File: src/rtl/sound_pkg.sv
// Shared constants and types for the main/sound CPU mailbox.
package sound_pkg;

  localparam int unsigned DefaultWidth  = 8;
  localparam int unsigned DefaultDepth  = 4;
  // Wide enough for the occupancy of the largest allowed FIFO (64 entries).
  localparam int unsigned MaxCountWidth = 7;

  typedef struct packed {
    logic [MaxCountWidth-1:0] count;
    logic                     rdy;
    logic                     ovf;
  } mbox_status_t;

endpackage

File: src/rtl/sound_fifo.sv
// One direction of the mailbox: small FIFO with held output, sticky overflow and flush.
module sound_fifo
  import sound_pkg::*;
#(
  parameter int unsigned WIDTH = DefaultWidth,
  parameter int unsigned DEPTH = DefaultDepth
) (
  input  logic                       clk_sys,
  input  logic                       reset_n,
  input  logic                       wr,
  input  logic [WIDTH-1:0]           din,
  input  logic                       rd,
  input  logic                       flush,
  input  logic                       ovf_clr,
  output logic [WIDTH-1:0]           dout,
  output logic                       rdy,
  output logic [$clog2(DEPTH+1)-1:0] count,
  output logic                       ovf
);

  localparam int unsigned CW = $clog2(DEPTH + 1);
  // A one-entry FIFO still needs a legal vector; its pointer simply never leaves 0.
  localparam int unsigned PW = (DEPTH > 1) ? $clog2(DEPTH) : 1;

  logic [WIDTH-1:0] mem_q [DEPTH];
  logic [PW-1:0]    wr_ptr_q, wr_ptr_d;
  logic [PW-1:0]    rd_ptr_q, rd_ptr_d;
  logic [CW-1:0]    count_q, count_d;
  logic [WIDTH-1:0] hold_q, hold_d;
  logic             ovf_q, ovf_d;

  logic full, empty, do_push, do_pop, ovf_set;

  assign full  = (count_q == CW'(DEPTH));
  assign empty = (count_q == '0);

  // Decide which requests take effect this cycle; flush wins over both.
  always_comb begin
    do_pop  = rd & ~empty & ~flush;
    // A pop frees the slot on the same edge, so a full FIFO still accepts the push.
    do_push = wr & (~full | (rd & ~empty)) & ~flush;
    ovf_set = wr & full & ~rd & ~flush;
  end

  // Next-state for pointers, occupancy, held output and overflow flag.
  always_comb begin
    wr_ptr_d = wr_ptr_q;
    rd_ptr_d = rd_ptr_q;
    count_d  = count_q;
    hold_d   = hold_q;
    if (flush) begin
      wr_ptr_d = '0;
      rd_ptr_d = '0;
      count_d  = '0;
    end else begin
      if (do_push) begin
        wr_ptr_d = (wr_ptr_q == PW'(DEPTH - 1)) ? '0 : wr_ptr_q + PW'(1);
      end
      if (do_pop) begin
        rd_ptr_d = (rd_ptr_q == PW'(DEPTH - 1)) ? '0 : rd_ptr_q + PW'(1);
        hold_d   = mem_q[rd_ptr_q];
      end
      unique case ({do_push, do_pop})
        2'b10:   count_d = count_q + CW'(1);
        2'b01:   count_d = count_q - CW'(1);
        default: count_d = count_q;
      endcase
    end
    // Set has priority over clear when both happen in one cycle.
    ovf_d = ovf_set | (ovf_q & ~ovf_clr);
  end

  // Control state, cleared asynchronously.
  always_ff @(posedge clk_sys or negedge reset_n) begin
    if (!reset_n) begin
      wr_ptr_q <= '0;
      rd_ptr_q <= '0;
      count_q  <= '0;
      hold_q   <= '0;
      ovf_q    <= 1'b0;
    end else begin
      wr_ptr_q <= wr_ptr_d;
      rd_ptr_q <= rd_ptr_d;
      count_q  <= count_d;
      hold_q   <= hold_d;
      ovf_q    <= ovf_d;
    end
  end

  // Entry storage, deliberately not reset.
  always_ff @(posedge clk_sys) begin
    if (do_push) begin
      mem_q[wr_ptr_q] <= din;
    end
  end

  // Head shown live while non-empty, otherwise the last popped value.
  always_comb begin
    dout  = empty ? hold_q : mem_q[rd_ptr_q];
    rdy   = ~empty;
    count = count_q;
    ovf   = ovf_q;
  end

endmodule

File: src/rtl/sound_mailbox.sv
// Bidirectional command/reply mailbox between the main CPU and the sound CPU.
module sound_mailbox
  import sound_pkg::*;
#(
  parameter int unsigned WIDTH = DefaultWidth,
  parameter int unsigned DEPTH = DefaultDepth,
  parameter int unsigned CW    = $clog2(DEPTH + 1)
) (
  input  logic             clk_sys,
  input  logic             reset_n,
  input  logic             m2s_wr,
  input  logic [WIDTH-1:0] m2s_din,
  input  logic             s_rd,
  output logic [WIDTH-1:0] s_dout,
  output logic             s_rdy,
  output logic             s_irq_n,
  input  logic             s2m_wr,
  input  logic [WIDTH-1:0] s2m_din,
  input  logic             m_rd,
  output logic [WIDTH-1:0] m_dout,
  output logic             m_rdy,
  output logic [CW-1:0]    m2s_count,
  output logic [CW-1:0]    s2m_count,
  output logic             m2s_ovf,
  output logic             s2m_ovf,
  input  logic             ovf_clr,
  input  logic             m2s_flush,
  input  logic             s2m_flush
);

  // Main CPU to sound CPU commands.
  sound_fifo #(
    .WIDTH (WIDTH),
    .DEPTH (DEPTH)
  ) u_m2s (
    .clk_sys (clk_sys),
    .reset_n (reset_n),
    .wr      (m2s_wr),
    .din     (m2s_din),
    .rd      (s_rd),
    .flush   (m2s_flush),
    .ovf_clr (ovf_clr),
    .dout    (s_dout),
    .rdy     (s_rdy),
    .count   (m2s_count),
    .ovf     (m2s_ovf)
  );

  // Sound CPU to main CPU replies.
  sound_fifo #(
    .WIDTH (WIDTH),
    .DEPTH (DEPTH)
  ) u_s2m (
    .clk_sys (clk_sys),
    .reset_n (reset_n),
    .wr      (s2m_wr),
    .din     (s2m_din),
    .rd      (m_rd),
    .flush   (s2m_flush),
    .ovf_clr (ovf_clr),
    .dout    (m_dout),
    .rdy     (m_rdy),
    .count   (s2m_count),
    .ovf     (s2m_ovf)
  );

  // Sound CPU interrupt stays asserted while a command is waiting.
  always_comb begin
    s_irq_n = ~s_rdy;
  end

endmodule

File: config.mk
export PLATFORM = sky130hd
export DESIGN_NAME = sound_mailbox
export DESIGN_NICKNAME = d
export VERILOG_FILES = /design/src/rtl/sound_pkg.sv /design/src/rtl/sound_fifo.sv /design/src/rtl/sound_mailbox.sv
export SDC_FILE = /design/constraint.sdc
export NUM_CORES = 1
export LEC_CHECK = 0
export CORE_UTILIZATION = 55
export CTS_CLUSTER_SIZE = 28
export DETAILED_ROUTE_END_ITERATION = 7
export PLACE_DENSITY = 0.9
export SLEW_MARGIN = 15
export SYNTH_ARGS = -nofsm -noshare
export SYNTH_HDL_FRONTEND = slang
export SYNTH_SLANG_ARGS = --single-unit
File: constraint.sdc
create_clock -name clk_sys -period 2.7 [get_ports clk_sys]
set_input_delay 0.27 -clock clk_sys [delete_from_list [all_inputs] [get_ports clk_sys]]
set_output_delay 0.27 -clock clk_sys [all_outputs]
set_load 0.01 [all_outputs]
==> impl_metrics.tcl, run 1 <==
set metrics [dict create \
    outcome "complete, no violations" \
    grt_use_total_pct 20.1 \
    leading_cell_type_in_the_layout_fill_and_taps_excluded "edfxtp_1" \
    place.gp.congestion 0.838 \
    holdCritPathClass "input port to asynchronous set/reset pin" \
    drt-vias-per-instance 5.62 \
    fin_crit_ns 2.56 \
    grt_setup_unrepaired "no" \
    met1Wirelength_mm 3.53 \
    wl_met3_um 237 \
    dr_wl_met2_mm 3.80 \
    drv_cap 0 \
    syn-mean-instance-area_um2 16.4 \
    floorplan.core_area_mm2 0.00777 \
    internal_power_mw 3.05 \
    route.detailed.drc 0 \
    timing.final.hold_violations 0 \
    final_max_slew_viol_count 0 \
    die_height_um 91.8 \
    cts_buffers 9 \
    filler_cells_inserted 525 \
    clock_power_share_pct 24.8 \
    pin_count_of_the_biggest_net_entering_global_routing 33 \
    top_ff_cell_synth "edfxtp_1" \
    tritoncts_clock_tree "done" \
    topRoutingLayerUsed "met4" \
    leading_cell_types_in_the_layout_fill_and_taps_excluded "edfxtp_1 (64), clkdlybuf4s50_1 (51), dfrtp_1 (31)" \
    cts-htree-levels 3 \
    worst_skew_pair.late_latency_ns 0.36 \
    synthDistinctLibCells 51 \
    route.antenna.remaining_nets 0 \
    io_pins 52 \
    fin_util_pct 68.3 \
    postSynth.asyncResetShare_pct 33.3 \
    route.vias.total 2466 \
    cts_max_path_buffers 2 \
    synth.yosys.warnings 0 \
    crit_path_start_kind "register" \
    max-slew-margin-rel_pct 63.9 \
    tightestPinTransition_ns 0.540 \
    power_switching_share_pct 26.0 \
    antenna_found_initial 0 \
    setup_viol 0 \
    synth.top_cells.by_area "edfxtp_1 (43%), dfrtp_1 (18%), mux4_2 (8.1%)" \
    routed_wire_length_per_instance_um 17.6 \
    place.port_buffers 51 \
    placement_rows 32 \
    worst_case_clock_skew_ns 0.00900 \
    finalSetupTns_ns 0 \
    min_period_over_period_pct 94.8 \
    hold_buffers 0 \
    start_util_pct 57.1 \
    synth_seq_cells 96 \
    hpwl_mm 5.20 \
    drt_wl_total_mm 7.73 \
    wire_length_of_the_first_global_routing_pass_mm 12.6 \
    cp_data_required_time_ns 2.43 \
    seq_total_area_yosys_pct 61.4 \
    inst_count_dp 422 \
    netlist_area_mm2 0.00443 \
    drtIter0Drc 90 \
    syn-num-nets 307 \
    vdd_ir_drop_max_uv 356 \
    clock_sinks 96 \
    synthDominantAreaCellType "edfxtp_1" \
    synth_top_area_share_pct 43.3 \
    synthToLayoutAreaGrowth_pct 19.7 \
    global_route.overflow_total 0 \
    critPathCaptureType "output pin" \
    comb_power_share_pct 29.7 \
    synthCells 271 \
    timing.critical_path.arrival_ns 2.29 \
    drt_pass1_iterations 5 \
    post_layout_nonfiller_instances 439 \
    power_density_mw_per_mm2 777 \
    dieArea_mm2 0.00843 \
    crit_type "register to output pin" \
    final_layout_size_suffix_gt1_share_pct 27.0 \
    worst_r2r_path_depth 7 \
    die_wd_um 91.8 \
    crit_fanout 11 \
    achievable-frequency_mhz 391 \
    clk_pin_slew_ns 0.09 \
    total_switching_power_mw 1.07 \
    nets 368 \
    synth_edf_count 64 \
    antenna_cells_inserted 0 \
    p_leak_nw 1.91 \
    power_frac_seq_pct 45.5 \
    cts_root_buffer "clkbuf_8" \
    first_global_vias 2559 \
]
[sequential cells by signal, summed over array words and instances (netlist names)]
name,count
u_m2s.mem_q,32
u_s2m.mem_q,32
u_m2s.hold_q,8
u_s2m.hold_q,8
u_m2s.count,3
u_s2m.count,3
u_m2s.rd_ptr_q,2
u_m2s.wr_ptr_q,2
u_s2m.rd_ptr_q,2
u_s2m.wr_ptr_q,2
u_m2s.ovf,1
u_s2m.ovf,1
[stage by stage]
step / instance area, µm² / setup slack [ns] / hold WS (ns) / total power, mW
floorplan: 4430 / 0.343 / -0.0256 / 2.60
global placement: 5070 / 0.365 / 0.483 / 3.07
detailed placement: 5070 / 0.286 / 0.492 / 3.11
CTS: 5290 / 0.0245 / 0.332 / 4.13
global route: 5310 / 0.0118 / 0.353 / 4.31
finish: 5310 / 0.139 / 0.322 / 4.12
[cells by family after synthesis]
kind of cell,Yosys count,synth area share (%)
adders and majority gates,11,3.44
buffers and inverters,27,3.44
AOI/OAI and AO/OA,32,4.97
xor gates and xnor gates,6,1.19
muxes,50,17.4
and+or+nand+nor,49,8.18
DFF,96,61.4
[routing by layer]
metal  track usage (%)  vias to the layer above
met5                 0                        -
met4              9.11                        0
met3              3.81                       13
met2              31.8                       54
met1              27.3                     1240
li1                  -                     1159
[critical path: stages (launching register included)]
cell and delay [ns]:
dfrtp_2 0.57, mux4_2 0.58, mux2_2 0.29, clkdlybuf4s50_1 0.48
[cell type report]
class	count	area, µm²	area share [%]
flip-flops and latches	96	2720	51.3
clock inverters	5	80.1	1.51
well taps	102	128	2.40
inverters	11	41.3	0.778
repair buffers	66	636	12.0
clock buffers	11	141	2.66
multi-input cells	148	1560	29.4
[synth_stat cells, types with 2 or more instances]
library cell and count:
and2_1 9, inv_1 10, nor3_1 2, nand3_1 5, mux2_2 24, a31oi_1 3
o2111ai_1 2, nand2_1 3, or4_1 3, mux4_2 16, xor2_1 4, mux2_4 8
xnor2_1 2, fa_1 2, nor2_1 5, nand2b_1 4, mux2i_1 2, buf_4 7
or2_2 2, edfxtp_1 64, ha_1 9, dfrtp_1 32, nor3_4 2, clkbuf_1 3
o211ai_1 2, buf_2 2, buf_6 3, o21ai_0 7, a21oi_1 8, nand3b_1 4
o22ai_1 2
[repair_timing]
item | 4_1_cts | 5_1_grt
gates resized for setup | 1 | 0
endpoints found under the setup margin | 8 | 8
endpoints found under the hold margin | 0 | 0
buffers inserted | 0 | 1
pin swaps | 0 | 1
[power groups by stage]
stage | registers (mW) | logic [mW] | clock network, mW
after floorplan | 1.85 | 0.752 | 0
after global placement | 1.89 | 1.17 | 0
after detailed placement | 1.91 | 1.20 | 0
after CTS | 1.88 | 1.22 | 1.04
after global routing | 1.90 | 1.31 | 1.10
final | 1.88 | 1.23 | 1.02
[worst paths after layout]
| path | to | slack [ns] | start |
|---|---|---|---|
| hold / removal | u_s2m.hold_q[1]$_DFFE_PN0P_ | 0.32 | reset_n |
| setup / recovery | s_dout[3] | 0.14 | u_m2s.rd_ptr_q[0]$_DFFE_PN0P_ |
| min in group clk_sys | u_m2s.hold_q[2]$_DFFE_PN0P_ | 0.51 | u_m2s.hold_q[2]$_DFFE_PN0P_ |
| hold reg to reg | u_m2s.hold_q[2]$_DFFE_PN0P_ | 0.51 | u_m2s.hold_q[2]$_DFFE_PN0P_ |
| setup reg to reg | u_s2m.count[2]$_DFFE_PN0P_ | 0.26 | u_s2m.count[0]$_DFFE_PN0P_ |
| max in group asynchronous | u_m2s.rd_ptr_q[0]$_DFFE_PN0P_ | 2.03 | reset_n |
Power figures use the tool's default switching activity.
==> inputs of run 2 (changes only) <==
Settings changed: CTS_CLUSTER_SIZE 28 to 24.
==> results of run 2 <==
Final layout, timing and power as in run 1 (identical DEF).
==> inputs of run 3 (changes only) <==
--- a/config.mk
+++ b/config.mk
@@ -11,2 +11,3 @@
 export PLACE_DENSITY = 0.9
+export SETUP_SLACK_MARGIN = 0.5
 export SLEW_MARGIN = 15
==> constraint.sdc (replaced) <==
create_clock -name clk_sys -period 2.7 [get_ports clk_sys]
set_input_delay 0.54 -clock clk_sys [delete_from_list [all_inputs] [get_ports clk_sys]]
set_output_delay 0.54 -clock clk_sys [all_outputs]
set_load 0.01 [all_outputs]
==> run 3 against run 2 <==
Net effect:
- wire length grew 9.7%
- design area grew 4.5%
- global-route usage grew 1.5 points
- non-clock buffer count grew 22
- fmax grew 6.0%
- via count grew 6.2%
- first-iteration DRC count grew 74%
- sequential power is essentially flat
- power grew 1.7%
- highest routed layer unchanged
==> impl_metrics.tcl, run 3 (synthesis results as in run 1) <==
set metrics [dict create \
    outcome "complete, no violations" \
    setup_viol 0 \
    route.antenna.remaining_nets 0 \
    grt_use_total_pct 21.6 \
    report.power.total_mw 4.20 \
    critPathCaptureType "output pin" \
    min_period_over_period_pct 89.5 \
    wire_length_of_the_first_global_routing_pass_mm 13.5 \
    cpPeakStageDelay_ns 0.53 \
    timing.hold.worst.start "u_s2m.hold_q[5]$_DFFE_PN0P_" \
    io_pins 52 \
    grt_util_met1_pct 30.7 \
    pin_count_of_the_biggest_net_entering_global_routing 33 \
    drt_pass1_iterations 4 \
    die_height_um 91.8 \
    internal_power_mw 3.01 \
    synthToLayoutAreaGrowth_pct 25.1 \
    floorplan.core_area_mm2 0.00777 \
    comb_power_share_pct 35.8 \
    nets 391 \
    cp_data_required_time_ns 2.16 \
    die_wd_um 91.8 \
    drt-vias-per-instance 5.67 \
    power_frac_seq_pct 44.4 \
    worst_case_clock_skew_ns 0.00973 \
    finalSetupTns_ns 0 \
    cts-htree-levels 3 \
    place.port_buffers 51 \
    leading_cell_types_in_the_layout_fill_and_taps_excluded "edfxtp_1 (64), clkdlybuf4s50_1 (33), buf_4 (30)" \
    total_switching_power_mw 1.18 \
    crit_top_cell "buf_6" \
    first_global_vias 2565 \
    cp-startpoint "u_s2m.rd_ptr_q[0]$_DFFE_PN0P_" \
    multi_input_comb_area_mm2 0.00164 \
    placement_rows 32 \
    tightestPinTransition_ns 0.499 \
    worstPathCellList "buf_6, mux4_2, mux2_4, buf_6" \
    dieArea_mm2 0.00843 \
    drt_wl_total_mm 8.48 \
    max-slew-margin-rel_pct 66.7 \
    tritoncts_clock_tree "done" \
    achievable-frequency_mhz 414 \
    grt.busiest_layer "met2" \
    filler_cells_inserted 479 \
    critical-path-slowest-cell "mux4_2" \
    grt_setup_unrepaired "yes" \
    clk_pin_slew_ns 0.09 \
    p_leak_nw 2.09 \
    critical-path-top-delay-family "multiplexers" \
    crit_type "register to output pin" \
    route.vias.total 2620 \
    drv_cap 0 \
    timing.final.hold_violations 0 \
    final_max_slew_viol_count 0 \
    leading_cell_type_in_the_layout_fill_and_taps_excluded "edfxtp_1" \
    registers_with_the_most_flip_flops "u_m2s.mem_q x32, u_s2m.mem_q x32" \
    cts_max_path_buffers 2 \
    power_switching_share_pct 28.2 \
    global_route.overflow_total 0 \
    clock_sinks 96 \
    start_util_pct 57.1 \
    clock_power_share_pct 19.9 \
    drtIter0Drc 157 \
    cts_buffers 9 \
    routed_wire_length_per_instance_um 18.4 \
    holdCritPathClass "register to register" \
    route.detailed.drc 0 \
    vdd_ir_drop_max_uv 348 \
    gr-usage-met3_pct 3.48 \
    place.gp.congestion 0.764 \
    timing.critical_path.arrival_ns 1.88 \
    hpwl_mm 5.43 \
    antenna_cells_inserted 0 \
    cts_root_buffer "clkbuf_8" \
    crit_fanout 6 \
    fin_crit_ns 2.42 \
    worst_skew_pair.late_latency_ns 0.35 \
    rr_startpoint "u_s2m.count[1]$_DFFE_PN0P_" \
    sequential_cell_area_mm2 0.00273 \
    globalRouteMet2Util_pct 33.4 \
    antenna_found_initial 0 \
    final_layout_size_suffix_gt1_share_pct 38.1 \
    holdWs_ns 0.513 \
    power_density_mw_per_mm2 756 \
    crit_path_start_kind "register" \
    critPathBufInv 2 \
]
run 3: cell count changes in the layout (fill, tap and decap cells not counted), moves of 4 or more:
cell and delta:
buf_4 +16, buf_6 +22, clkdlybuf4s50_1 -18, dfrtp_1 -4, dfrtp_2 +4, mux2_2 -12, mux2_4 +12
run 3: worst reg2reg max path: stages, from the launching register on:
cell     delay [ns]
dfrtp_1        0.49
buf_4          0.24
o31ai_4        0.21
nor3_1         0.09
fa_2           0.38
or3b_2         0.47
a32oi_1        0.21
a31oi_1        0.10
run 3: routing by layer:
metal	share of wire [%]	vias to the layer above
met5	0	-
met1	44	1333
met2	50	68
li1	-	1210
met3	4.5	9
met4	1.2	0
run 3: path summary, 6_finish.rpt:
kind | end | slack, ns | cells past startpoint
worst max-delay path | m_dout[4] | 0.28 | 4
worst min-delay path | u_s2m.hold_q[5]$_DFFE_PN0P_ | 0.51 | 1
worst max register to register | u_s2m.count[2]$_DFFE_PN0P_ | 0.40 | 7
worst min register to register | u_s2m.hold_q[5]$_DFFE_PN0P_ | 0.51 | 1
max in group asynchronous | u_s2m.count[0]$_DFFE_PN0P_ | 1.76 | 2
min in group asynchronous | u_s2m.count[1]$_DFFE_PN0P_ | 0.60 | 2
run 3: repair_timing:
item                                    in CTS  in global routing
gates resized for setup                     96                 12
endpoints found under the setup margin      21                 21
gates cloned                                 2                  0
buffers inserted                            11                  8
pin swaps                                    3                  3
hold buffers                                 0                  0
run 3: per-stage QoR:
step	area, µm²	worst slack, ns	instances	util, %
floorplan	4450	0.476	271	-
detailed placement	5100	0.0746	425	65.7
finish	5550	0.283	462	71.4
global route	5550	0.225	462	71.4
CTS	5430	0.284	454	69.9
global placement	5100	0.118	425	65.7
run 3: cell type report:
cell class,count,area share (%)
inverters,11,0.744
repair buffers,88,15.2
multi-input cells,149,29.5
well taps,102,2.30
flip-flops and latches,96,49.2
clock inverters,6,0.767
clock buffers,10,2.30
run 3: power by group through the flow:
stage	Combinational, mW	Sequential [mW]	Clock (mW)
global placement	1.20	1.88	0
detailed placement	1.24	1.90	0
CTS	1.42	1.86	0.837
finish	1.50	1.86	0.833
floorplan	0.758	1.85	0
global route	1.60	1.88	0.897
